--- src/rtl/spw_tx_packet_arbiter.sv ---
// spw_tx_packet_arbiter
// Packet-atomic round-robin arbiter in front of the SpwTCR TX FIFO write port.
// The grant is held from the first character up to the end marker. If the link
// leaves Run, the packet is closed with EEP and the rest of it is discarded.
// Optional feature macro: SPW_ARB_TIMEOUT_EN. It adds a mid-packet stall
// watchdog that aborts the packet after TIMEOUT_CYCLES idle owner cycles.
//
// state     | meaning
// IDLE      | no owner; arbitrate among valid sources while the link is in Run
// FORWARD   | owner characters pass to the codec FIFO
// TERMINATE | write EEP to close an aborted, already-started packet
// DISCARD   | drain and drop the owner's characters up to its end marker
module spw_tx_packet_arbiter #(
  parameter int         NUM_SRC        = 4,
  parameter logic [2:0] RUN_STATE      = 3'd5,
  parameter int         TIMEOUT_CYCLES = 1024
) (
  input  logic                   CLOCK,
  input  logic                   RESET,
  input  logic [9*NUM_SRC-1:0]   SRC_DATA,
  input  logic [NUM_SRC-1:0]     SRC_VALID,
  output logic [NUM_SRC-1:0]     SRC_READY,
  input  logic [2:0]             CURRENTSTATE,
  input  logic                   TX_FULL,
  output logic [8:0]             DATA_I,
  output logic                   WR_DATA,
  output logic [NUM_SRC-1:0]     GRANT,
  output logic                   BUSY,
  output logic                   ABORT
);

  localparam int LW = (NUM_SRC > 1) ? $clog2(NUM_SRC) : 1;

  typedef enum logic [1:0] {IDLE, FORWARD, TERMINATE, DISCARD} state_t;

  state_t             state, state_nxt;
  logic [NUM_SRC-1:0] grant;
  logic [LW-1:0]      last;
  logic [LW-1:0]      win;
  logic               found;
  logic               started;
  logic [8:0]         src_chr [NUM_SRC];
  logic               run;
  logic               own_valid;
  logic [8:0]         own_chr;
  logic               own_end;
  logic               fwd_rdy;
  logic               fwd_xfer;
  logic               timeout;
  int                 widx;
  logic [LW-1:0]      widx_l;

  // Unpack the flat source bus into one character per source
  always_comb begin
    for (int i = 0; i < NUM_SRC; i++) src_chr[i] = SRC_DATA[9*i +: 9];
  end

  // The owner index is the last winner for as long as the grant is held
  assign run       = (CURRENTSTATE == RUN_STATE);
  assign own_valid = SRC_VALID[last];
  assign own_chr   = src_chr[last];
  assign own_end   = own_chr[8] & (own_chr[7:1] == 7'd0);
  assign fwd_rdy   = run & ~TX_FULL & ~timeout;
  assign fwd_xfer  = own_valid & fwd_rdy;
  assign GRANT     = grant;
  assign BUSY      = (state != IDLE);

  // Round-robin search: first valid source starting after the last winner
  always_comb begin
    found  = 1'b0;
    win    = last;
    widx   = 0;
    widx_l = '0;
    for (int k = 1; k <= NUM_SRC; k++) begin
      widx   = (int'(last) + k) % NUM_SRC;
      widx_l = LW'(widx);
      if (!found && SRC_VALID[widx_l]) begin
        found = 1'b1;
        win   = widx_l;
      end
    end
  end

  // State register
  always_ff @(posedge CLOCK) begin
    if (RESET) state <= IDLE;
    else       state <= state_nxt;
  end

  // Next-state logic
  always_comb begin
    state_nxt = state;
    case (state)
      IDLE:      if (run && found) state_nxt = FORWARD;
      FORWARD: begin
        if (!run || timeout)       state_nxt = started ? TERMINATE : DISCARD;
        else if (fwd_xfer && own_end) state_nxt = IDLE;
      end
      TERMINATE: if (!TX_FULL) state_nxt = DISCARD;
      DISCARD:   if (own_valid && own_end) state_nxt = IDLE;
      default:   state_nxt = IDLE;
    endcase
  end

  // Output decode; DATA_I stays zero on every cycle without a write
  always_comb begin
    SRC_READY = '0;
    WR_DATA   = 1'b0;
    DATA_I    = 9'h000;
    ABORT     = 1'b0;
    case (state)
      FORWARD: begin
        SRC_READY[last] = fwd_rdy;
        ABORT           = ~run | timeout;
        if (fwd_xfer) begin
          WR_DATA = 1'b1;
          DATA_I  = own_chr;
        end
      end
      TERMINATE: begin
        if (!TX_FULL) begin
          WR_DATA = 1'b1;
          DATA_I  = 9'h101;
        end
      end
      DISCARD: SRC_READY[last] = 1'b1;
      default: ;
    endcase
  end

  // Grant, round-robin pointer and packet-started flag
  always_ff @(posedge CLOCK) begin
    if (RESET) begin
      grant   <= '0;
      last    <= LW'(NUM_SRC - 1);
      started <= 1'b0;
    end else begin
      if (state == IDLE && state_nxt == FORWARD) begin
        grant   <= NUM_SRC'(1) << win;
        last    <= win;
        started <= 1'b0;
      end else if (state_nxt == IDLE) begin
        grant <= '0;
      end
      if (state == FORWARD && fwd_xfer) started <= 1'b1;
    end
  end

`ifdef SPW_ARB_TIMEOUT_EN
  localparam int CW = $clog2(TIMEOUT_CYCLES + 1);
  logic [CW-1:0] wd_cnt;

  // Count owner-starved cycles once the packet has begun; TX_FULL stalls do not count
  always_ff @(posedge CLOCK) begin
    if (RESET)                                                  wd_cnt <= '0;
    else if (state != FORWARD || state_nxt != FORWARD || fwd_xfer) wd_cnt <= '0;
    else if (started && !own_valid)                             wd_cnt <= wd_cnt + CW'(1);
  end

  assign timeout = (wd_cnt == CW'(TIMEOUT_CYCLES));
`else
  assign timeout = 1'b0;
`endif

endmodule

--- config.mk ---
export PLATFORM = sky130hd
export DESIGN_NAME = spw_tx_packet_arbiter
export DESIGN_NICKNAME = d
export VERILOG_FILES = /design/src/rtl/spw_tx_packet_arbiter.sv
export SDC_FILE = /design/constraint.sdc
export NUM_CORES = 1
export LEC_CHECK = 0
export CELL_PAD_IN_SITES_DETAIL_PLACEMENT = 1
export CELL_PAD_IN_SITES_GLOBAL_PLACEMENT = 1
export CORE_ASPECT_RATIO = 1.4
export CORE_MARGIN = 1
export CORE_UTILIZATION = 27
export CTS_CLUSTER_SIZE = 25
export DETAILED_ROUTE_END_ITERATION = 10
export PLACE_DENSITY_LB_ADDON = 0.1
export SYNTH_ARGS = -nofsm -noshare
export SYNTH_HDL_FRONTEND = slang
export SYNTH_SLANG_ARGS = --single-unit
export TNS_END_PERCENT = 100
--- constraint.sdc ---
create_clock -name CLOCK -period 3.8 [get_ports CLOCK]
set_clock_uncertainty 0.2 [all_clocks]
set_input_delay 0.76 -clock CLOCK [delete_from_list [all_inputs] [get_ports CLOCK]]
set_output_delay 0.76 -clock CLOCK [all_outputs]
set_load 0.02 [all_outputs]
==> summary.md <==
| Metric | Value |
|---|---|
| Cts repair resizes | `0` |
| Clk buf depth | `2` |
| Largest net degree at the start of global routing | `14` |
| Initial Util | `28.1%` |
| Vert. Die Dim | `80.3 µm` |
| HP Class | `reg -> reg` |
| PD cells | `229 mW/mm²` |
| CTS buffer count | `3` |
| IO Count | `66` |
| N_diodes | `0` |
| Yosys cell types | `41` |
| Non-filler cells, final | `248` |
| GRT Util Overall | `19.0%` |
| Leak pwr | `0.000804 µW` |
| VDD IR max | `0.115 mV` |
| Maxcap violations | `0` |
| PortBufs | `65` |
| Nets@finish | `258` |
| Largest family of logic cells by synthesized area | `multiplexers` |
| CP Data Arrival Time | `2.78 ns` |
| Int Pwr | `303 µW` |
| Via/cell ratio | `5.36` |
| Clk pwr share | `24.3%` |
| Post-CTS Setup Inserts | `0` |
| Crit path from | `SRC_VALID[2]` |
| Multi-input logic area | `935 µm²` |
| Net Switching | `149 µW` |
| Compound-Gate Fraction of Synth Area | `18.2%` |
| Layout fillers | `509` |
| Die footprint | `0.00465 mm²` |
| Reg clk slew, reported paths | `0.05 ns` |
| First DRT Iteration DRCs | `22` |
| Fin util | `46.9%` |
| Worst Reg-to-Reg Cells | `7` |
| Post-synthesis register bit count | `9` |
| Layout area overhead | `66.9%` |
| Global-route wire length before repair | `6780 µm` |
| Worst Setup EP | `DATA_I[2]` |
| Comb pwr share | `51.8%` |
| Htree depth | `1` |
| Post-Synthesis Cell Area | `0.00118 mm²` |
| Period utilization | `98.5%` |
| DR pass1 iterations | `7` |
| # hold bufs at CTS | `0` |
| Worst r2r src | `last[0]` |
| Fmax | `0.267 GHz` |
| Final Max Tran Viols | `0` |
| Synth area leader | `mux4_2` |
| Root buffer cell | `clkbuf_8` |
| Hold Path Cell Cnt | `1` |
| Crit Path Max Fanout | `6` |
| Detailed-route via count | `1330` |
| R2R Setup Slk | `0.85 ns` |
| Antenna Nets Post-Route | `0` |
| Asr flop ratio synth | `0%` |
| Worst skew pair latency | `0.23 ns` |
| Avg Cell Area, Syn | `8.95 µm²` |
| Critical path endpoint category | `primary output` |
| Row Count | `28` |
| Post-synth EDFFs | `0` |
| Ys flop type | `dfxtp_1` |
| Register area | `180 µm²` |
| RSZ-0062 raised after global routing | `no` |
| WL/cell | `17.7 µm` |
| Adder-Cell Fraction of Synth Area | `8.47%` |
| Dpl hpwl | `3770 µm` |
| Slew margin rel. | `68.7%` |
| Syn. warnings | `0` |
| Core area | `0.00420 mm²` |
| Failing checks | `design-rule violations` |
| Vias in the first global route | `1442` |
| FF-to-FF End | `GRANT[2]` |
| Sequential share of power | `23.9%` |
| Result of the run | `finished with violations` |
| Layout cells sized above 1 | `12.8%` |
| Final wirelength | `4400 µm` |
| Area fraction of the dominant cell type after synthesis | `17.2%` |
| Global placer's final weighted congestion | `0.777` |
| Main area contributors after synthesis | `mux4_2 17%, dfxtp_1 15%, mux4_1 8.9%` |
| Synth top cells by count | `10 x nand2_1, 10 x nor2_1, 9 x dfxtp_1, 9 x mux4_2` |
| WP data required | `2.84 ns` |
| Post-synthesis simple-gate area fraction | `23.8%` |
| Final setup viols | `0` |
| Syn_nets | `186` |
| CTS Sinks | `9` |
| TNS Setup | `0 ns` |
| XOR/XNOR share of the synthesized area | `0.742%` |
| Setup CP Type | `in -> out` |
| Placed Cells | `244` |
| DRC viols | `4` |
| Sequential area share after synthesis | `15.3%` |
| Post-layout min period | `3.74 ns` |
| CTS tree | `built` |
| Sw Ratio | `32.9%` |
| Endpoints failing hold | `0` |
| Die Wd | `57.9 µm` |
| Crit path launch type | `primary input` |
| Mux share of post-synthesis cell area | `27.8%` |
| Initial antenna violation count | `0` |
| Post-Syn Instances | `132` |
| Worst-margin pin slew | `0.469 ns` |
| Grt total ovfl | `0` |
-- cells in the final DEF (no fill, tap or decap), types with 2 or more instances in the layout --
master / instances
o2bb2ai_1: 2
o21ai_0: 7
nor2_1: 10
mux4_2: 9
nand2_1: 10
a21oi_1: 6
buf_4: 10
nor2b_1: 3
nor3_1: 2
nand3b_1: 3
and3_1: 7
clkbuf_8: 3
mux2i_1: 2
o22ai_1: 3
clkdlybuf4s50_1: 65
mux4_1: 4
inv_1: 8
ha_1: 8
or2_2: 2
o21a_1: 4
and2_1: 5
dfxtp_1: 9
-- power by group through the flow --
stage          logic (µW)  clock network, µW  registers (µW)
6_report              234                110             108
5_1_grt               255                118             109
4_1_cts               237                112             108
3_5_place_dp          236                  0             110
3_3_place_gp          227                  0             109
2_1_floorplan         137                  0             109
-- routing by layer --
metal | routed length (µm) | GRT usage (%)
met5 | 0 | 0
met2 | 2720 | 42.4
met3 | 140 | 1.29
met4 | 27 | 3.57
met1 | 1510 | 17.6
-- through the flow --
stage	total power, µW	area [µm²]	setup WS, ns	hold slack, ns
detailed placement	346	1930	0.0545	0.266
floorplan	246	1180	0.634	0.236
global route	482	1970	0.00248	0.288
global placement	337	1930	0.0867	0.247
finish	452	1970	0.0574	0.266
CTS	457	1970	0.0536	0.271
-- layout make-up --
| type | instances | share of cell area [%] |
|---|---|---|
| clock buffer | 4 | 2.28 |
| multi-input combinational | 107 | 47.4 |
| timing repair buffer | 75 | 36.8 |
| sequential | 9 | 9.14 |
| tap | 45 | 2.86 |
| inverter | 8 | 1.52 |
-- worst max-delay path: stages --
cell and delay [ns]:
clkdlybuf4s50_1 0.43, mux4_1 0.53, and2_2 0.23, buf_4 0.15, and3_1 0.16, clkdlybuf4s50_1 0.53
-- kinds of logic (layout without fill, tap and decap cells) --
| logic type | after synthesis | count (layout) |
|---|---|---|
| buffers and inverters | 16 | 87 |
| XOR/XNOR | 1 | 1 |
| AND/OR/NAND/NOR | 51 | 51 |
| flip-flops | 9 | 9 |
| adder cells (fa/ha/maj) | 8 | 8 |
| multiplexers | 15 | 15 |
| AO/OA/AOI/OAI | 32 | 32 |
-- flip-flops by register name, summed over array words and instances, names as in the netlist --
register	count
last	2
GRANT	4
state	2
started	1
-- worst min path at each step --
stage,start,endpoint,slack (ns)
after global placement,started,started,0.25
after CTS,GRANT[1],GRANT[1],0.27
after detailed placement,GRANT[1],GRANT[1],0.27
after floorplan,started,started,0.24
after global routing,GRANT[1],GRANT[1],0.29
final,GRANT[1],GRANT[1],0.27
Note: power is estimated with default switching activity, not from simulation.
